## config.mk

```make
export PLATFORM = sky130hd
export DESIGN_NAME = network_scheduler_flat
export DESIGN_NICKNAME = d
export VERILOG_FILES = /design/src/rtl/network_scheduler_if.sv /design/src/rtl/network_scheduler.sv /design/src/flat_wrapper.sv
export SDC_FILE = /design/constraint.sdc
export NUM_CORES = 1
export LEC_CHECK = 0
export BUFFER_PORTS_ARGS = -buffer_cell sky130_fd_sc_hd__buf_4
export CAP_MARGIN = 0
export CORE_ASPECT_RATIO = 1.2
export CORE_MARGIN = 1
export CORE_UTILIZATION = 49
export CTS_CLUSTER_SIZE = 25
export DETAILED_ROUTE_END_ITERATION = 12
export GPL_TIMING_DRIVEN = 0
export PLACE_DENSITY = 0.69
export SETUP_SLACK_MARGIN = 0.4
export SLEW_MARGIN = 25
export SYNTH_ARGS = -nofsm -noshare
export SYNTH_HDL_FRONTEND = slang
export SYNTH_SLANG_ARGS = --single-unit
export TNS_END_PERCENT = 30
```

## constraint.sdc

```tcl
create_clock -name clk -period 8.06 [get_ports clk]
set_clock_uncertainty 0.1 [all_clocks]
set_input_delay 1.612 -clock clk [delete_from_list [all_inputs] [get_ports clk]]
set_output_delay 1.612 -clock clk [all_outputs]
set_load 0.05 [all_outputs]
```

## src/rtl/network_scheduler_if.sv

```systemverilog
// Bus bundle between the network scheduler and its environment: run control,
// spike input channels, neuron-updater handshake and neuron/synapse SRAM control.
// Ports: master = driver/environment side, slave = scheduler side.
// Optional: NS_OUT_TIMESTAMP_EN adds out_time (network time stamped onto each out_valid).
interface network_scheduler_if #(
    parameter int NR_DEPTH = 16,
    parameter int SR_DEPTH = 16384,
    parameter int N_CH     = 4,
    parameter int TIME_W   = 16
);
    localparam int IW = $clog2(SR_DEPTH);
    localparam int NW = $clog2(NR_DEPTH);

    // run control
    logic                 start;
    logic [TIME_W-1:0]    max_steps;
    logic [TIME_W-1:0]    network_time;
    logic                 busy;
    logic                 done;

    // presynaptic spike channels, channel k at in_index[k*IW +: IW]
    logic [N_CH-1:0]      in_valid;
    logic [N_CH*IW-1:0]   in_index;
    logic [N_CH-1:0]      in_ready;

    // neuron updater handshake and postsynaptic spike output
    logic                 nr_spike;
    logic                 out_valid;
    logic [NW-1:0]        out_index;
`ifdef NS_OUT_TIMESTAMP_EN
    logic [TIME_W-1:0]    out_time;
`endif

    // SRAM / datapath control
    logic [NW-1:0]        c_neuron_index;
    logic [IW-1:0]        c_synapse_index;
    logic                 c_neuron_we;
    logic                 c_accumulate;

    modport master (
        output start, max_steps, in_valid, in_index, nr_spike,
        input  in_ready, out_valid, out_index,
`ifdef NS_OUT_TIMESTAMP_EN
               out_time,
`endif
               c_neuron_index, c_synapse_index, c_neuron_we, c_accumulate,
               network_time, busy, done
    );

    modport slave (
        input  start, max_steps, in_valid, in_index, nr_spike,
        output in_ready, out_valid, out_index,
`ifdef NS_OUT_TIMESTAMP_EN
               out_time,
`endif
               c_neuron_index, c_synapse_index, c_neuron_we, c_accumulate,
               network_time, busy, done
    );
endinterface

```

## src/rtl/network_scheduler.sv

```systemverilog
// Purpose: time-multiplexed neuron scheduler; sweeps neurons for update, inserts
//          accumulate sweeps for queued presynaptic spikes, counts network time steps.
// Latency: all control outputs registered; out_valid one cycle after the sampled write cycle.
// Backpressure: in_ready is a round-robin grant gated by FIFO-not-full; the FIFO
//          drains only while busy, so a stalled run fills it and deasserts in_ready.
// Ports: clk, reset (async, active-high), bus (network_scheduler_if.slave).
// Optional: define NS_OUT_TIMESTAMP_EN to add bus.out_time with its register.
module network_scheduler #(
    parameter int NR_DEPTH   = 16,
    parameter int SR_DEPTH   = 16384,
    parameter int N_CH       = 4,
    parameter int FIFO_DEPTH = 8,
    parameter int TIME_W     = 16
) (
    input  logic                 clk,
    input  logic                 reset,
    network_scheduler_if.slave   bus
);
    localparam int IW = $clog2(SR_DEPTH);
    localparam int NW = $clog2(NR_DEPTH);
    localparam int CW = (N_CH > 1) ? $clog2(N_CH) : 1;
    localparam int FW = $clog2(FIFO_DEPTH);

    typedef enum logic [1:0] {
        S_IDLE   = 2'd0,
        S_UPDATE = 2'd1,
        S_ACCUM  = 2'd2
    } state_t;

    // ---------------- state ----------------
    state_t             state_q, state_d;
    logic               phase_q, phase_d;
    logic [NW-1:0]      i_proc_q, i_proc_d;
    logic [NW-1:0]      i_accu_q, i_accu_d;
    logic [TIME_W-1:0]  max_steps_q, max_steps_d;
    logic [TIME_W-1:0]  network_time_q, network_time_d;

    // ---------------- registered outputs ----------------
    logic               busy_q, busy_d;
    logic               done_q, done_d;
    logic               out_valid_q, out_valid_d;
    logic [NW-1:0]      out_index_q, out_index_d;
    logic [NW-1:0]      c_neuron_index_q, c_neuron_index_d;
    logic [IW-1:0]      c_synapse_index_q, c_synapse_index_d;
    logic               c_neuron_we_q, c_neuron_we_d;
    logic               c_accumulate_q, c_accumulate_d;
`ifdef NS_OUT_TIMESTAMP_EN
    logic [TIME_W-1:0]  out_time_q, out_time_d;
`endif

    // ---------------- spike FIFO and arbiter ----------------
    logic [IW-1:0]      fifo_mem_q [FIFO_DEPTH];
    logic [IW-1:0]      fifo_mem_d [FIFO_DEPTH];
    logic [FW-1:0]      wr_ptr_q, wr_ptr_d;
    logic [FW-1:0]      rd_ptr_q, rd_ptr_d;
    logic [FW:0]        count_q, count_d;
    logic [CW-1:0]      rr_ptr_q, rr_ptr_d;

    logic               fifo_full;
    logic               fifo_nempty;
    logic [IW-1:0]      fifo_head;
    logic               grant_vld;
    logic [CW-1:0]      grant_idx;
    int                 cand;
    logic               push;
    logic [IW-1:0]      push_dat;
    logic               pop;
    logic [N_CH-1:0]    in_ready_c;

    // helpers for the FSM
    logic [TIME_W-1:0]  time_inc;
    logic               run_end;

    assign fifo_full   = (count_q == (FW+1)'(FIFO_DEPTH));
    assign fifo_nempty = (count_q != '0);
    assign fifo_head   = fifo_mem_q[rd_ptr_q];

    // Round-robin search starting at rr_ptr_q; the first requesting channel wins.
    always_comb begin
        grant_vld = 1'b0;
        grant_idx = rr_ptr_q;
        cand      = 0;
        for (int j = 0; j < N_CH; j++) begin
            cand = int'(rr_ptr_q) + j;
            if (cand >= N_CH) cand = cand - N_CH;
            if (!grant_vld && bus.in_valid[cand]) begin
                grant_vld = 1'b1;
                grant_idx = CW'(cand);
            end
        end
    end

    // Fullness uses the registered count, so a same-cycle pop never frees a slot early.
    always_comb begin
        in_ready_c = '0;
        if (grant_vld && !fifo_full) in_ready_c[grant_idx] = 1'b1;
    end

    assign push     = grant_vld && !fifo_full;
    assign push_dat = bus.in_index[int'(grant_idx)*IW +: IW];

    // Pointer only moves past a channel that actually transferred.
    always_comb begin
        rr_ptr_d = rr_ptr_q;
        if (push) begin
            if (grant_idx == CW'(N_CH-1)) rr_ptr_d = '0;
            else                          rr_ptr_d = grant_idx + CW'(1);
        end
    end

    always_comb begin
        fifo_mem_d = fifo_mem_q;
        wr_ptr_d   = wr_ptr_q;
        rd_ptr_d   = rd_ptr_q;
        count_d    = count_q;
        if (push) begin
            fifo_mem_d[wr_ptr_q] = push_dat;
            wr_ptr_d             = wr_ptr_q + FW'(1);
        end
        if (pop) rd_ptr_d = rd_ptr_q + FW'(1);
        case ({push, pop})
            2'b10:   count_d = count_q + (FW+1)'(1);
            2'b01:   count_d = count_q - (FW+1)'(1);
            default: count_d = count_q;
        endcase
    end

    // ---------------- scheduler FSM ----------------
    always_comb begin
        state_d           = state_q;
        phase_d           = phase_q;
        i_proc_d          = i_proc_q;
        i_accu_d          = i_accu_q;
        max_steps_d       = max_steps_q;
        network_time_d    = network_time_q;
        c_synapse_index_d = c_synapse_index_q;
        out_valid_d       = 1'b0;
        out_index_d       = out_index_q;
`ifdef NS_OUT_TIMESTAMP_EN
        out_time_d        = out_time_q;
`endif
        done_d            = 1'b0;
        pop               = 1'b0;
        time_inc          = network_time_q + TIME_W'(1);
        run_end           = 1'b0;

        case (state_q)
            S_IDLE: begin
                if (bus.start) begin
                    state_d        = S_UPDATE;
                    phase_d        = 1'b0;
                    i_proc_d       = '0;
                    network_time_d = '0;
                    max_steps_d    = bus.max_steps;
                end
            end

            S_UPDATE: begin
                if (!phase_q) begin
                    phase_d = 1'b1;
                end else begin
                    phase_d     = 1'b0;
                    out_valid_d = bus.nr_spike;
                    out_index_d = i_proc_q;
`ifdef NS_OUT_TIMESTAMP_EN
                    out_time_d  = network_time_q;
`endif
                    // NR_DEPTH is a power of two, so this also wraps to 0 after the last neuron.
                    i_proc_d    = i_proc_q + NW'(1);
                    if (i_proc_q == NW'(NR_DEPTH-1)) begin
                        network_time_d = time_inc;
                        // max_steps = 0 naturally means a full wrap of the counter.
                        if (time_inc == max_steps_q) begin
                            run_end = 1'b1;
                            state_d = S_IDLE;
                            done_d  = 1'b1;
                        end
                    end
                    // i_proc_d already holds the resume point for after the accumulate sweep.
                    if (!run_end && fifo_nempty) begin
                        pop               = 1'b1;
                        state_d           = S_ACCUM;
                        i_accu_d          = '0;
                        c_synapse_index_d = fifo_head;
                    end
                end
            end

            S_ACCUM: begin
                if (!phase_q) begin
                    phase_d = 1'b1;
                end else begin
                    phase_d  = 1'b0;
                    i_accu_d = i_accu_q + NW'(1);
                    if (i_accu_q == NW'(NR_DEPTH-1)) begin
                        if (fifo_nempty) begin
                            pop               = 1'b1;
                            c_synapse_index_d = fifo_head;
                        end else begin
                            state_d = S_UPDATE;
                        end
                    end
                end
            end

            default: begin
                state_d = S_IDLE;
                phase_d = 1'b0;
            end
        endcase

        // Outputs are registered copies of the next state so they line up with it.
        busy_d         = (state_d != S_IDLE);
        c_neuron_we_d  = (state_d != S_IDLE) && phase_d;
        c_accumulate_d = (state_d == S_ACCUM);
        case (state_d)
            S_ACCUM:  c_neuron_index_d = i_accu_d;
            S_UPDATE: c_neuron_index_d = i_proc_d;
            default:  c_neuron_index_d = '0;
        endcase
    end

    always_ff @(posedge clk or posedge reset) begin
        if (reset) begin
            state_q           <= S_IDLE;
            phase_q           <= 1'b0;
            i_proc_q          <= '0;
            i_accu_q          <= '0;
            max_steps_q       <= '0;
            network_time_q    <= '0;
            busy_q            <= 1'b0;
            done_q            <= 1'b0;
            out_valid_q       <= 1'b0;
            out_index_q       <= '0;
            c_neuron_index_q  <= '0;
            c_synapse_index_q <= '0;
            c_neuron_we_q     <= 1'b0;
            c_accumulate_q    <= 1'b0;
`ifdef NS_OUT_TIMESTAMP_EN
            out_time_q        <= '0;
`endif
            fifo_mem_q        <= '{default: '0};
            wr_ptr_q          <= '0;
            rd_ptr_q          <= '0;
            count_q           <= '0;
            rr_ptr_q          <= '0;
        end else begin
            state_q           <= state_d;
            phase_q           <= phase_d;
            i_proc_q          <= i_proc_d;
            i_accu_q          <= i_accu_d;
            max_steps_q       <= max_steps_d;
            network_time_q    <= network_time_d;
            busy_q            <= busy_d;
            done_q            <= done_d;
            out_valid_q       <= out_valid_d;
            out_index_q       <= out_index_d;
            c_neuron_index_q  <= c_neuron_index_d;
            c_synapse_index_q <= c_synapse_index_d;
            c_neuron_we_q     <= c_neuron_we_d;
            c_accumulate_q    <= c_accumulate_d;
`ifdef NS_OUT_TIMESTAMP_EN
            out_time_q        <= out_time_d;
`endif
            fifo_mem_q        <= fifo_mem_d;
            wr_ptr_q          <= wr_ptr_d;
            rd_ptr_q          <= rd_ptr_d;
            count_q           <= count_d;
            rr_ptr_q          <= rr_ptr_d;
        end
    end

    assign bus.in_ready        = in_ready_c;
    assign bus.busy            = busy_q;
    assign bus.done            = done_q;
    assign bus.network_time    = network_time_q;
    assign bus.out_valid       = out_valid_q;
    assign bus.out_index       = out_index_q;
    assign bus.c_neuron_index  = c_neuron_index_q;
    assign bus.c_synapse_index = c_synapse_index_q;
    assign bus.c_neuron_we     = c_neuron_we_q;
    assign bus.c_accumulate    = c_accumulate_q;
`ifdef NS_OUT_TIMESTAMP_EN
    assign bus.out_time        = out_time_q;
`endif

endmodule

```

## src/flat_wrapper.sv

```systemverilog
// flat-port wrapper written by rule: the top's interface ports become plain ports
module network_scheduler_flat 
#(
    parameter int NR_DEPTH   = 16,
    parameter int SR_DEPTH   = 16384,
    parameter int N_CH       = 4,
    parameter int FIFO_DEPTH = 8,
    parameter int TIME_W     = 16
)
  (clk, reset, bus_start, bus_max_steps, bus_in_valid, bus_in_index, bus_nr_spike, bus_in_ready, bus_out_valid, bus_out_index, bus_c_neuron_index, bus_c_synapse_index, bus_c_neuron_we, bus_c_accumulate, bus_network_time, bus_busy, bus_done);
  network_scheduler_if #(.NR_DEPTH(NR_DEPTH), .SR_DEPTH(SR_DEPTH), .N_CH(N_CH), .TIME_W(TIME_W)) bus_i ();
  input  logic clk;
  input  logic reset;
  input wire logic [$bits(bus_i.start)-1:0] bus_start;
  input wire logic [$bits(bus_i.max_steps)-1:0] bus_max_steps;
  input wire logic [$bits(bus_i.in_valid)-1:0] bus_in_valid;
  input wire logic [$bits(bus_i.in_index)-1:0] bus_in_index;
  input wire logic [$bits(bus_i.nr_spike)-1:0] bus_nr_spike;
  output wire logic [$bits(bus_i.in_ready)-1:0] bus_in_ready;
  output wire logic [$bits(bus_i.out_valid)-1:0] bus_out_valid;
  output wire logic [$bits(bus_i.out_index)-1:0] bus_out_index;
  output wire logic [$bits(bus_i.c_neuron_index)-1:0] bus_c_neuron_index;
  output wire logic [$bits(bus_i.c_synapse_index)-1:0] bus_c_synapse_index;
  output wire logic [$bits(bus_i.c_neuron_we)-1:0] bus_c_neuron_we;
  output wire logic [$bits(bus_i.c_accumulate)-1:0] bus_c_accumulate;
  output wire logic [$bits(bus_i.network_time)-1:0] bus_network_time;
  output wire logic [$bits(bus_i.busy)-1:0] bus_busy;
  output wire logic [$bits(bus_i.done)-1:0] bus_done;
  assign bus_i.start = bus_start;
  assign bus_i.max_steps = bus_max_steps;
  assign bus_i.in_valid = bus_in_valid;
  assign bus_i.in_index = bus_in_index;
  assign bus_i.nr_spike = bus_nr_spike;
  assign bus_in_ready = bus_i.in_ready;
  assign bus_out_valid = bus_i.out_valid;
  assign bus_out_index = bus_i.out_index;
  assign bus_c_neuron_index = bus_i.c_neuron_index;
  assign bus_c_synapse_index = bus_i.c_synapse_index;
  assign bus_c_neuron_we = bus_i.c_neuron_we;
  assign bus_c_accumulate = bus_i.c_accumulate;
  assign bus_network_time = bus_i.network_time;
  assign bus_busy = bus_i.busy;
  assign bus_done = bus_i.done;
  network_scheduler #(.NR_DEPTH(NR_DEPTH), .SR_DEPTH(SR_DEPTH), .N_CH(N_CH), .FIFO_DEPTH(FIFO_DEPTH), .TIME_W(TIME_W)) u_core (.clk(clk), .reset(reset), .bus(bus_i));
endmodule
```

# == Word level (Yosys, flattened, before mapping) ==
# Cells that the tools add are included.
# totals
ff_bits,194
latch_bits,0
ram_bits,0
mem_bits_ro,0
in_bits,80
out_inout_bits,47
wordCells,179
mem_count,0
# op_classes
add_sub_neg,15
mul,1
div,0
n_lt_le_gt_ge,13
eq_ne,18
shift,1
muxes,79
n_bitwise,2
n_reduce_logical,24
# ops
cell,n
"< comparator 32 x 4 -> 1 bit, second input constant",4
two-way mux 32 bit,4
bitwise mux 112 bit,1
two-way mux 14 bit,8
">= comparator 32 x 4 -> 1 bit, second input constant",3
"subtractor 32 x 4 -> 32 bit, second input constant",3
variable part select 56 x 32 -> 14 bit,1
two-way mux 16 bit,3
binary-select mux 14 bit (select 3 bit),1
demux 14 bit (select 3 bit),1
one-hot mux 16 bit (2 select lines),1
one-hot mux 4 bit (2 select lines),4
two-way mux 1 bit,28
one-hot mux 14 bit (2 select lines),1
two-way mux 2 bit,13
two-way mux 4 bit,6
"adder 16 x 1 -> 16 bit, second input constant",1
equality test 16 bit,1
"adder 4 x 1 -> 4 bit, second input constant",3
"equality test 4 bit, second input constant",3
"!= test 2 x 1 -> 1 bit, second input constant",6
binary-select mux 1 bit (select 2 bit),4
"equality test 2 bit, second input constant",4
">= comparator 4 bit, second input constant",2
26 further kinds,47

# == Depth between registers and ports, before layout ==
# logic_depth
ltp_word,20
mapped_depth,17
depth_no_buf,15

# == Least setup slack after synthesis ==
# Ideal clock, no wire load.
# synth_timing
path_type,input -> output
startpoint,in bus_in_valid[0]
endpoint,out bus_in_ready[2]
t_arrival_ps,3361
required_time_ps,6348
path_slack_ps,2987
cell_stages,5
n_path_buf,1
path_cell_list,nor2b_1 -> o41ai_2 -> clkbuf_1 -> ha_1 -> and2_1
# synth_via
elab_chain_len,18
elab_cells_between_ends,33
cone_classes,order compare: 2; mux: 23; reduce/logical: 8
# synth_rtl
element,line_no,rtl
"start, declared",flat_wrapper.sv:16,input wire logic [$bits(bus_i.in_valid)-1:0] bus_in_valid;
binary-select mux 1 bit (select 2 bit),network_scheduler.sv:86,if (!grant_vld && bus.in_valid[cand]) begin
two-way mux 1 bit (not written as such) (2 in series),network_scheduler.sv:86,
two-way mux 1 bit,network_scheduler.sv:86,
zero test 1 bit,network_scheduler.sv:86,
logical AND 1 bit,network_scheduler.sv:86,
two-way mux 1 bit,network_scheduler.sv:86,
zero test 1 bit,network_scheduler.sv:86,
logical AND 1 bit,network_scheduler.sv:86,
two-way mux 1 bit,network_scheduler.sv:86,
zero test 1 bit,network_scheduler.sv:86,
logical AND 1 bit,network_scheduler.sv:86,
two-way mux 2 bit,network_scheduler.sv:86,
< comparator 2 x 3 -> 1 bit (not written as such) or >= comparator 2 x 1 -> 1 bit (tied branches),network_scheduler.sv:96,if (grant_vld && !fifo_full) in_ready_c[grant_idx] = 1'b1;
logical AND 1 bit (not written as such),network_scheduler.sv:96,
two-way mux 1 bit (not written as such),network_scheduler.sv:96,
demux 1 bit (select 2 bit),-,
two-way mux 4 bit (*),network_scheduler.sv:96,
"end, declared",flat_wrapper.sv:19,output wire logic [$bits(bus_i.in_ready)-1:0] bus_in_ready;
# Every way passes the cells marked *; elsewhere a longest branch is shown, timed or not. The select of a mux whose other input is x is not followed.

# == Worst setup path in the final report ==
# layout_timing
startpoint,in bus_in_valid[0]
endpoint,out bus_in_ready[0]
# The elaborated chain is that of the path after synthesis.

==> impl_results.md <==
- Status: completed
- DIE AREA: 21450 um2
- Post-synthesis sequential area ratio: 47.47%
- Share of the synthesized area in the top cell type: 47.47%
- Routability Congestion: 0.8592
- Vias in the first global route: 7026
- Initial Utilization: 50.31%
- Syn avg cell area: 12.90 um2
- Final Hold Vio Count: 0
- Slew HR: 33.85%
- Clk root buf: clkbuf_16
- Row cnt: 57
- Worst EP required: 6.35 ns
- Initial antenna violation count: 0
- Reg2Reg Depth: 17
- Part of the power in registers: 32.2%
- Setup CP Type: in -> out
- DRC: 0
- Yosys reg bits: 194
- Syn nets: 893
- Cell taking the most area after synthesis: dfrtp_1
- Synth Flop Type: dfrtp_1
- Area Overhead vs Synth: 19.32%
- WL/cell: 18.73 um
- Max-cap violations: 0
- Distinct cell type count of the synthesized netlist: 69
- Initial drt markers: 274
- HP Class: reg -> reg
- Post-CTS Setup Inserts: 0
- Post_cts resized: 0
- Synth Instances: 793
- Part of the power in the clock network: 15.7%
- Fillers: 1687
- PortBufs: 126
- Final #Nets: 1042
- Sink Count: 194
- Total internal power: 3.234 mW
- R2R Path Start: u_core.bus.network_time[0]
- Clk_lat worst skew: 0.43 ns
- Crit end category: output port
- Remaining global-route overflow: 0
- Fin. max-slew vios: 0
- CP startpoint: bus_in_valid[0]
- Post-synth ARST share: 100.0%
- Total GRT Usage: 22.48%
- Netlist Area Pre-Place: 10230 um2
- Signal arrival time at the worst endpoint: 4.03 ns
- P_sw: 2.113 mW
- RSZ-0062 raised after global routing: no
- TNS Setup: 0 ns
- Min cycle time layout: 5.744 ns
- Hold Buf Count CTS: 0
- Cell with the most instances after synthesis: dfrtp_1
- # H-tree levels: 4
- Largest net degree at the start of global routing: 89
- Comb pwr share: 52.1%
- Io pins: 127
- First-pass GRT wire length: 36900 um
- Power Dens Cells: 438.2 nW/um2
- Antenna diodes: 0
- Drt via density: 5.671
- Switching portion of total power: 39.52%
- CTS buffer count: 17
- Hold Path Depth: 1
- Chip Height: 160.3 um
- Crit Path Max Fanout: 11
- CTS tree: built
- Number of synthesis warnings: 0
- Post-synth EDFFs: 0
- Setup WS post-layout: 2.316 ns
- Final setup violation count: 0
- Layout cells sized above 1: 41.26%
- Routed WL: 22860 um
- Leak: 5.278 nW
- Largest cells by area after synthesis: dfrtp_1 (47%), mux2_2 (17%), mux4_2 (4.8%)
- Die extent in x: 133.9 um
- Worst Max-Slew Pin Slew: 0.9847 ns
- Multi-input logic area: 5079 um2
- FMAX: 174.1 MHz
- CP Launch Type: primary input
- CORE AREA: 20330 um2
- Max clock buf depth: 2
- FF/Latch Area: 4855 um2
- Final HPWL DP: 16410 um
- Hold path startpoint: u_core.count_q[3]
- Vias: 6919
- DP Worst Slack: 2.011 ns
- Number of routed nets with antenna violations: 0
- Tcrit/Tclk final: 71.26%
- Worst-path clk slew: 0.07 ns
- Initial DRT Pass Iterations: 4
- Synth top cells by count: dfrtp_1 (194), mux2_2 (154), nand2_1 (49), clkbuf_1 (31), o21ai_0 (31)
- VDD IR-drop max: 0.2016 mV
==> sequential cells by signal (all words and copies together) (netlist names) <==
signal and count:
u_core.fifo_mem_q 112, u_core.bus.network_time 16, u_core.max_steps_q 16, u_core.bus.c_synapse_index 14
u_core.bus.c_neuron_index 4, u_core.bus.out_index 4, u_core.count_q 4, u_core.i_accu_q 4
u_core.i_proc_q 4, u_core.rd_ptr_q 3, u_core.wr_ptr_q 3, u_core.rr_ptr_q 2
u_core.state_q 2, u_core.bus.busy 1, u_core.bus.c_accumulate 1, u_core.bus.c_neuron_we 1
u_core.bus.done 1, u_core.bus.out_valid 1, u_core.phase_q 1
==> power groups by stage <==
stage	clock network [mW]	registers, mW	logic (mW)
floorplan	0	1.95	1.88
global placement	0	1.73	2.74
detailed placement	0	1.74	2.80
CTS	0.854	1.73	2.81
global route	0.896	1.79	3.01
finish	0.838	1.72	2.79
==> cell type report <==
| cell class | instances | share of cell area, % |
|---|---|---|
| multi-input cells | 530 | 41.62 |
| flip-flops and latches | 194 | 39.79 |
| repair buffers | 130 | 8.306 |
| clock buffers | 18 | 3.599 |
| well taps | 265 | 2.717 |
| plain buffers | 49 | 2.030 |
| clock inverters | 14 | 1.261 |
| inverters | 20 | 0.6768 |
==> final timing paths <==
path,endpoint,slack [ns]
max in group asynchronous,u_core.bus.c_synapse_index[0],5.77
worst min register to register,u_core.count_q[3],0.39
worst max-delay path,bus_in_ready[0],2.32
worst max register to register,u_core.count_q[3],3.77
min in group asynchronous,u_core.bus.network_time[3],1.02
worst min-delay path,u_core.count_q[3],0.39
==> critical path, cell delays in order <==
cell,delay [ns]
buf_4,0.12
nor2b_1,0.16
o41ai_4,0.67
clkbuf_1,0.77
inv_1,0.16
ha_1,0.22
and2_1,0.13
buf_4,0.18
==> through the flow <==
step	utilization (%)	hold slack, ns	cell area [um2]	cells	total power [mW]
global route	60.03	0.4101	12200	1220	5.696
global placement	56.60	0.3799	11500	1184	4.471
finish	60.03	0.3942	12200	1220	5.347
CTS	59.94	0.3994	12180	1219	5.394
floorplan	-	0.3644	10230	793	3.823
detailed placement	57.02	0.3856	11590	1187	4.545
==> routing by layer <==
metal	part of all wire [%]	wire [um]	vias to the layer above	global-route usage, %
met3	3.1	717	23	3.397
met2	53	12110	120	40.06
li1	-	-	3248	-
met4	1.5	346	0	7.541
met1	42	9680	3528	27.57
met5	0	0	-	0
==> cells by family (layout without fill, tap and decap cells) <==
kind of cell,after synthesis,after routing,share of synthesized area [%]
fa+ha+maj,21,21,2.618
simple gates,166,166,8.651
mux,212,212,28.80
compound gates,103,103,6.901
xor+xnor,28,28,2.398
flops,194,194,47.47
buf+inv,69,231,3.157
==> cell usage in the layout (no fill, tap or decap), types with 4 or more instances in the layout <==
cell type,count
and3_1,6
buf_2,8
and2_1,8
nor2b_1,6
a21o_1,4
mux2_2,154
dfrtp_1,194
clkbuf_16,17
clkbuf_1,31
xnor2_1,13
mux2i_1,6
nand4_1,12
nand3_1,16
mux4_2,22
mux4_4,16
a31oi_1,4
buf_4,129
nand2_1,49
mux4_1,4
nor4_1,5
a21oi_1,25
ha_1,19
xor2_1,15
inv_1,18
buf_6,5
nor2_1,20
clkinv_4,4
o21ai_0,31
or3_1,4
mux2_4,10
nor3_1,20
No activity file was read; power rests on OpenSTA's default activity.
